File: src/rtl/multicycle_controller.sv
// Moore-style control FSM for the multicycle RV32I core with a memory-wait watchdog and sticky fault.
// Optional retired-instruction counter enabled by defining CTRL_PERF_CNT_EN.
module multicycle_controller #(
    parameter int MEM_TIMEOUT = 16,
    parameter int CNT_W       = 5
) (
    input  logic        clk,
    input  logic        reset,
    input  logic [6:0]  op,
    input  logic [2:0]  funct3,
    input  logic        funct7b5,
    input  logic        Zero,
    input  logic        LessThanS,
    input  logic        LessThanU,
    input  logic        mem_ready,
    output logic        PCWrite,
    output logic        AdrSrc,
    output logic        MemRead,
    output logic        MemWrite,
    output logic        IRWrite,
    output logic        RegWrite,
    output logic [1:0]  ResultSrc,
    output logic [1:0]  ALUSrcA,
    output logic [1:0]  ALUSrcB,
    output logic [3:0]  ALUControl,
    output logic [2:0]  LoadType,
    output logic        fault,
    output logic [3:0]  state_o,
    output logic [31:0] instret
);

    typedef enum logic [3:0] {
        S_FETCH  = 4'd0,  S_DECODE = 4'd1,  S_MEMADR = 4'd2,  S_MEMRD = 4'd3,
        S_MEMWB  = 4'd4,  S_MEMWR  = 4'd5,  S_EXECR  = 4'd6,  S_EXECI = 4'd7,
        S_ALUWB  = 4'd8,  S_BRANCH = 4'd9,  S_JAL    = 4'd10, S_JALR  = 4'd11,
        S_LUI    = 4'd12, S_AUIPC  = 4'd13, S_FAULT  = 4'd15
    } state_t;

    localparam logic [3:0] ALU_ADD = 4'd0, ALU_SUB = 4'd1, ALU_SLL = 4'd2, ALU_SLT = 4'd3,
                           ALU_SLTU = 4'd4, ALU_XOR = 4'd5, ALU_SRL = 4'd6, ALU_SRA = 4'd7,
                           ALU_OR = 4'd8, ALU_AND = 4'd9;

    localparam bit             LP_WD_EN = (MEM_TIMEOUT != 0);
    localparam logic [CNT_W-1:0] LP_TO  = CNT_W'(MEM_TIMEOUT);

    state_t           r_state, w_next;
    logic [CNT_W-1:0] r_wait;
    logic             r_fault;
    logic             w_mem_st, w_enter_mem, w_timeout, w_take, w_br_ill;
    logic             w_pcw, w_irw, w_rw, w_mr, w_mw;
    logic [3:0]       w_alu_dec;

    assign w_mem_st  = (r_state == S_FETCH) || (r_state == S_MEMRD) || (r_state == S_MEMWR);
    assign w_timeout = LP_WD_EN && (r_wait == LP_TO) && !mem_ready;
    assign w_enter_mem = (w_next != r_state) &&
                         ((w_next == S_FETCH) || (w_next == S_MEMRD) || (w_next == S_MEMWR));
    assign w_br_ill  = (funct3 == 3'b010) || (funct3 == 3'b011);

    always_comb begin
        w_take = 1'b0;
        case (funct3)
            3'b000:  w_take = Zero;
            3'b001:  w_take = !Zero;
            3'b100:  w_take = LessThanS;
            3'b101:  w_take = !LessThanS;
            3'b110:  w_take = LessThanU;
            3'b111:  w_take = !LessThanU;
            default: w_take = 1'b0;
        endcase
    end

    // SUB only exists for register-register ops; I-type funct7b5 is part of the immediate.
    always_comb begin
        w_alu_dec = ALU_ADD;
        case (funct3)
            3'b000: w_alu_dec = (r_state == S_EXECR && funct7b5) ? ALU_SUB : ALU_ADD;
            3'b001: w_alu_dec = ALU_SLL;
            3'b010: w_alu_dec = ALU_SLT;
            3'b011: w_alu_dec = ALU_SLTU;
            3'b100: w_alu_dec = ALU_XOR;
            3'b101: w_alu_dec = funct7b5 ? ALU_SRA : ALU_SRL;
            3'b110: w_alu_dec = ALU_OR;
            3'b111: w_alu_dec = ALU_AND;
            default: w_alu_dec = ALU_ADD;
        endcase
    end

    always_comb begin
        w_next     = r_state;
        w_pcw      = 1'b0;
        w_irw      = 1'b0;
        w_rw       = 1'b0;
        w_mr       = 1'b0;
        w_mw       = 1'b0;
        AdrSrc     = 1'b0;
        ResultSrc  = 2'b00;
        ALUSrcA    = 2'b00;
        ALUSrcB    = 2'b00;
        ALUControl = ALU_ADD;
        LoadType   = 3'b000;
        case (r_state)
            S_FETCH: begin
                w_mr      = 1'b1;
                ALUSrcB   = 2'b10;
                ResultSrc = 2'b10;
                if (mem_ready) begin
                    w_irw  = 1'b1;
                    w_pcw  = 1'b1;
                    w_next = S_DECODE;
                end else if (w_timeout) begin
                    w_next = S_FAULT;
                end
            end
            S_DECODE: begin
                ALUSrcA = 2'b01;
                ALUSrcB = 2'b01;
                case (op)
                    7'b0000011, 7'b0100011: w_next = S_MEMADR;
                    7'b0110011:             w_next = S_EXECR;
                    7'b0010011:             w_next = S_EXECI;
                    7'b1100011:             w_next = S_BRANCH;
                    7'b1101111:             w_next = S_JAL;
                    7'b1100111:             w_next = S_JALR;
                    7'b0110111:             w_next = S_LUI;
                    7'b0010111:             w_next = S_AUIPC;
                    default:                w_next = S_FAULT;
                endcase
            end
            S_MEMADR: begin
                ALUSrcA = 2'b10;
                ALUSrcB = 2'b01;
                w_next  = (op == 7'b0100011) ? S_MEMWR : S_MEMRD;
            end
            S_MEMRD: begin
                w_mr     = 1'b1;
                AdrSrc   = 1'b1;
                LoadType = funct3;
                if (mem_ready)      w_next = S_MEMWB;
                else if (w_timeout) w_next = S_FAULT;
            end
            S_MEMWB: begin
                ResultSrc = 2'b01;
                w_rw      = 1'b1;
                LoadType  = funct3;
                w_next    = S_FETCH;
            end
            S_MEMWR: begin
                w_mw   = 1'b1;
                AdrSrc = 1'b1;
                if (mem_ready)      w_next = S_FETCH;
                else if (w_timeout) w_next = S_FAULT;
            end
            S_EXECR, S_EXECI: begin
                ALUSrcA    = 2'b10;
                ALUSrcB    = (r_state == S_EXECI) ? 2'b01 : 2'b00;
                ALUControl = w_alu_dec;
                w_next     = S_ALUWB;
            end
            S_ALUWB: begin
                w_rw   = 1'b1;
                w_next = S_FETCH;
            end
            S_BRANCH: begin
                ALUSrcA    = 2'b10;
                ALUControl = ALU_SUB;
                w_pcw      = w_take && !w_br_ill;
                w_next     = w_br_ill ? S_FAULT : S_FETCH;
            end
            S_JAL: begin
                ALUSrcA = 2'b01;
                ALUSrcB = 2'b10;
                w_pcw   = 1'b1;
                w_next  = S_ALUWB;
            end
            S_JALR: begin
                ALUSrcA   = 2'b10;
                ALUSrcB   = 2'b01;
                ResultSrc = 2'b10;
                w_pcw     = 1'b1;
                w_rw      = 1'b1;
                w_next    = S_FETCH;
            end
            S_LUI: begin
                ResultSrc = 2'b01;
                w_rw      = 1'b1;
                w_next    = S_FETCH;
            end
            S_AUIPC: begin
                ALUSrcA = 2'b01;
                ALUSrcB = 2'b01;
                w_next  = S_ALUWB;
            end
            S_FAULT: w_next = S_FAULT;
            default: w_next = S_FAULT;
        endcase
    end

    always_ff @(posedge clk or posedge reset) begin
        if (reset) begin
            r_state <= S_FETCH;
            r_wait  <= '0;
            r_fault <= 1'b0;
        end else begin
            r_state <= w_next;
            r_fault <= r_fault | (w_next == S_FAULT);
            if (w_enter_mem)
                r_wait <= '0;
            else if (w_mem_st && !mem_ready)
                r_wait <= r_wait + CNT_W'(1);
        end
    end

    // Strobes are masked by reset so nothing fires while the async reset is held.
    assign PCWrite  = w_pcw & ~reset;
    assign IRWrite  = w_irw & ~reset;
    assign RegWrite = w_rw  & ~reset;
    assign MemRead  = w_mr  & ~reset;
    assign MemWrite = w_mw  & ~reset;
    assign fault    = r_fault;
    assign state_o  = r_state;

`ifdef CTRL_PERF_CNT_EN
    logic [31:0] r_instret;
    always_ff @(posedge clk or posedge reset) begin
        if (reset)
            r_instret <= '0;
        else if (w_next == S_FETCH && r_state != S_FETCH)
            r_instret <= r_instret + 32'd1;
    end
    assign instret = r_instret;
`else
    assign instret = '0;
`endif

endmodule

File: config.mk
export PLATFORM = sky130hd
export DESIGN_NAME = multicycle_controller
export DESIGN_NICKNAME = d
export VERILOG_FILES = /design/src/rtl/multicycle_controller.sv
export SDC_FILE = /design/constraint.sdc
export NUM_CORES = 1
export LEC_CHECK = 0
export CAP_MARGIN = 0
export CORE_MARGIN = 5
export CORE_UTILIZATION = 35
export CTS_CLUSTER_DIAMETER = 120
export CTS_CLUSTER_SIZE = 24
export DETAILED_ROUTE_END_ITERATION = 10
export PLACE_DENSITY_LB_ADDON = 0.15
export SLEW_MARGIN = 20
export SYNTH_ARGS = -nofsm -noshare
export SYNTH_HDL_FRONTEND = slang
export SYNTH_SLANG_ARGS = --single-unit
File: constraint.sdc
create_clock -name clk -period 2.1 [get_ports clk]
set_input_delay 0.42 -clock clk [delete_from_list [all_inputs] [get_ports clk]]
set_output_delay 0.42 -clock clk [all_outputs]
set_load 0.05 [all_outputs]
After elaboration in Yosys (flattened, before gate mapping)
Cells that the tools add are included.

Register bits after elaboration: 10. Input port bits: 17. Output and inout bits: 56.

Add/subtract/negate cells: 1. Eq/ne operators: 34. Muxes and demuxes: 27. Bitwise operators: 7. Reductions and logical operators: 33.

Operators by type and width (count): one-hot mux 4 bit (8 select lines) (3); == test 4 bit, second input constant (7); == test 7 x 6 -> 1 bit, second input constant (3); == test 7 bit, second input constant (3); == test 4 x 3 -> 1 bit, second input constant (5); two-way mux 4 bit (5); OR reduction 2 bit (9); == test 7 x 5 -> 1 bit, second input constant (2); == test 3 bit, second input constant (4); == test 4 x 2 -> 1 bit, second input constant (3); OR reduction 4 bit (3); two-way mux 5 bit (2); two-way mux 1 bit (9); logical NOT 4 bit (2); one-hot mux 2 bit (2 select lines) (2); one-hot mux 4 bit (2 select lines) (1); == test 7 x 2 -> 1 bit, second input constant (1); == test 3 x 2 -> 1 bit, second input constant (2); two-way mux 3 bit (2); one-hot mux 1 bit (6 select lines) (1); one-hot mux 2 bit (3 select lines) (1); adder 5 x 1 -> 5 bit, second input constant (1); AND 1 bit (5); == test 5 bit, second input constant (1); 13 further kinds (25).

Depth between registers and ports, before layout
Word-level depth: 10. Depth in mapped cells: 9. Depth with buffers taken out: 9.

Worst setup path before layout
OpenSTA, ideal clock, no wires.

Path type: flip-flop to output port. From: register r_state[1] (netlist: state_o[1]). To: output port PCWrite. Data arrival time: 3951 ps. Data required time: 1680 ps. Slack: -2271 ps. Cell stages (with the launch flop): 6. Path buffers: 3. Cells stage by stage: dfrtp_1 buf_2 buf_2 buf_1 a21oi_1 a2111oi_0.

Word-level cells in the longest chain between the ends: 4. Elaborated cells on any way between the ends: 7. Classes of those cells: 3 x eq/ne; 1 x mux; 1 x bitwise; 2 x reduce/logical.

RTL lines: start, declared (RTL line 46) `state_t r_state, w_next;`; start signal, assigned (RTL line 204) `r_state <= w_next;`; == test 4 bit (RTL line 101) `case (r_state)`; OR reduction 2 bit (no line); one-hot mux 1 bit (3 select lines) (*) (RTL line 101); AND 1 bit (*) (RTL line 214) `assign PCWrite = w_pcw & ~reset;`; end, declared (RTL line 16) `output logic PCWrite,`.

Mark *: on every way between the ends. The rest lies on a longest branch, timed or not.

Worst setup path after layout
From: input port op[3]. To: register r_wait[1].

Word-level cells in the longest chain between the ends: 9. Elaborated cells on any way between the ends: 22. Classes of those cells: 12 x eq/ne; 4 x mux; 6 x reduce/logical.

RTL lines: start, declared (RTL line 9) `input logic [6:0] op,`; == test 7 x 6 -> 1 bit / == test 7 x 2 -> 1 bit (equally long branches) (RTL line 117) `case (op)`; OR reduction 2 bit (RTL line 117); one-hot mux 4 bit (8 select lines) (*) (RTL line 117); one-hot mux 4 bit (8 select lines) (*) (RTL line 101); net w_next[0] (RTL line 46); == test 4 x 2 -> 1 bit / logical NOT 4 bit (equally long branches) (RTL line 56) `((w_next == S_FETCH) || (w_next == S_MEMRD) || (w_next == S_MEMWR));`; logical OR 1 bit (2 in a row) (RTL line 56); logical AND 1 bit (*) (RTL line 55) `assign w_enter_mem = (w_next != r_state) &&`; two-way mux 5 bit / nonzero test 2 bit (equally long branches); end signal, assigned (RTL line 209) `r_wait <= r_wait + CNT_W'(1);`; end, declared (RTL line 47) `logic [CNT_W-1:0] r_wait;`.

The timed path passes the listed nets; every way through them passes the cells marked *. A chain may end at the register's enable or synchronous reset.

==> flow_summary.ini <==
[sta]
rsz0062_at_grt = true
period_share_pct = 113
finClkSkew_ps = 4.81
worst_pin_slew_ps = 496
setup_viol = 17
hold_viol_final = 0
fin_crit_ps = 2370
final.setup.worst_slack_ps = -271
setup_tns_ps = -2340
relSlewSlack_pct = 66.8
fmax_mhz = 422
slew_viol_final = 0

[clock_tree]
clock-sinks = 10
ctsHoldBuffers = 0
cts_buffer_depth = 2
cts_tree = built
clock_latency_ps = 240
clock-root-buffer = clkbuf_8
clkSlewWorstSetupHoldPaths_ps = 50
cts.htree.levels = 1
numCtsBuffers = 3

[global_route]
grt_pass1_wl_mm = 8.48
overflow = 0
grt_max_degree = 13
track_usage_pct = 16.7
antenna_found_initial = 0
grt_pass1_vias = 1832

[run_status]
violations = negative setup slack
outcome = finished, violations left

[setup_path]
critPathLaunchType = input port
cp_data_required_time_ps = 2210
rrSetupSlack_ps = -260
worstPathMaxFanout = 5
critPathCaptureType = flop
path_cells = dlygate4sd2_1 -> and4bb_4 -> a31o_4 -> a221oi_4 -> o2111ai_4 -> or3_4 -> a31oi_4 -> a21oi_1
max_stage_delay_ps = 410
arrival_ps = 2480
path_class = input port to flop
cp_slowest_cell = or3_4

[logic_synthesis]
synth_cells = 211
synthFlopType = dfrtp_1
ys_seq_elements = 10
syn_avg_cell_area_sq_um = 8.01
yosysSeqAreaShare_pct = 14.8
synth_area_sq_mm = 0.00169
synthArstFlopShare_pct = 100
synth-edff-count = 0
ys_types = 68
yosysWarnings = 0

[die]
core_sq_mm = 0.00469
fp.dieW_microns = 79.5
die_h_microns = 79.5
die_area_sq_mm = 0.00632
ios = 73
initial_core_util_pct = 36.0
rows = 25

[power]
powerDensity_mw_per_mm2 = 1650
ir_worst_vdd_uv = 893
pwr-share-seq_pct = 5.8
swShare_pct = 46.8
p_leak_nw = 1.52
comb_power_share_pct = 89.9
p_sw_mw = 2.65
finalPower_mw = 5.65
p_int_mw = 3.01
power.share.clock_pct = 4.3

[routing]
dr.pass1.iters = 4
drtIter0Drc = 70
wl_per_cell_microns = 14.6
drc = 0
route.vias.total = 1956
ant_nets = 0
wirelength_mm = 5.77
vias_per_cell = 4.95

[finish]
area_growth_pct = 103
multiInputGateArea_sq_mm = 0.00157
final_cell_mix = buf_4, conb_1, buf_12
fillCellCount = 358
antennaDiodeCount = 0
fin_nets = 361
finalInstanceArea_sq_mm = 0.00342
mostFrequentLayoutCell = buf_4
regArea_sq_um = 255
layout-drive-gt1-share_pct = 61.9

[job]
max_cap_violations = 0

[min_path]
min_path_type = flop to flop

[place]
placed_area_sq_mm = 0.00277
port_buffers = 40
gp_congestion = 0.886
hpwl_mm = 3.99
layout make-up:
class / count / area share, %
timing repair buffer: 140 / 42.1
multi-input combinational: 180 / 45.9
inverter: 7 / 0.877
sequential: 10 / 7.46
tap: 54 / 1.97
clock buffer: 4 / 1.61
power by group through the flow:
stage               clock network (mW)  logic [mW]  registers [mW]
finish                           0.241        5.09           0.328
global route                     0.261        5.34           0.335
CTS                              0.248        4.50           0.355
detailed placement                   0        3.87           0.386
global placement                     0        3.85           0.387
floorplan                            0        2.34           0.423
Yosys cell counts, drive strengths merged, types with 3 or more instances:
cell,instances,area share (%)
a2111oi,3,1.9
a21o,3,1.3
a21oi,14,4.1
and2,5,1.9
buf,37,16
clkbuf,8,1.9
dfrtp,10,15
inv,7,1.6
mux2i,4,2.4
nand2,13,3.0
nand2b,7,2.7
nand3,6,1.8
nor2,14,3.1
nor2b,5,2.0
nor3,5,1.5
o211ai,4,1.8
o21ai,10,3.2
or2,4,1.5
xnor2,3,2.0
xor2,6,3.1
flip-flops by register name, summed over array words and instances (netlist names):
signal and count:
fault 1, r_wait 5, state_o 4
cells by family (layout without fill, tap and decap cells):
| family | Yosys count | count (layout) | share of synthesized area, % |
|---|---|---|---|
| flops | 10 | 10 | 14.8 |
| mux | 5 | 5 | 3.04 |
| compound gates | 53 | 53 | 27.3 |
| simple gates | 79 | 79 | 28.5 |
| xor+xnor | 9 | 9 | 5.11 |
| fa+ha+maj | 2 | 2 | 1.48 |
| other cells | 1 | 32 | 0.222 |
| buf+inv | 52 | 151 | 19.6 |
metrics by stage:
step                      hold slack, ps  std cells  setup slack [ps]  utilization [%]
final                                468        395              -271             73.0
after global routing                 528        395              -335             73.0
after CTS                            473        375              -190             66.9
after detailed placement             458        352              -723             59.1
after global placement               460        352              -670             59.1
after floorplan                      260        242              -277                -
repair_timing:
item | 4_1_cts | 5_1_grt
buffers inserted | 19 | 20
pin swaps | 28 | 24
setup endpoints to repair | 19 | 18
resized for setup | 69 | 28
worst max-delay path: cells and delay by family:
kind / cells / cell delay [ps]
AO/OA/AOI/OAI: 5 / 1130
buffers and inverters: 1 / 260
AND/OR/NAND/NOR: 2 / 660
final timing paths:
kind,to,from,depth (start not counted)
setup / recovery,r_wait[1]$_DFFE_PP0P_,op[3],8
hold / removal,fault$_DFF_PP0_,fault$_DFF_PP0_,1
setup reg to reg,r_wait[1]$_DFFE_PP0P_,state_o[1]$_DFF_PP0_,9
hold reg to reg,fault$_DFF_PP0_,fault$_DFF_PP0_,1
max in group asynchronous,state_o[3]$_DFF_PP0_,reset,3
min in group asynchronous,r_wait[4]$_DFFE_PP0P_,reset,3
routing by layer:
metal  track usage, %  share of wire [%]  up-vias
met2             29.4                 52       51
met4             6.53                2.2        0
met3             1.35                3.7       11
met5                0                  0        -
li1                 -                  -      949
met1             21.0                 42      945
Note: power is estimated with default switching activity, not from simulation.
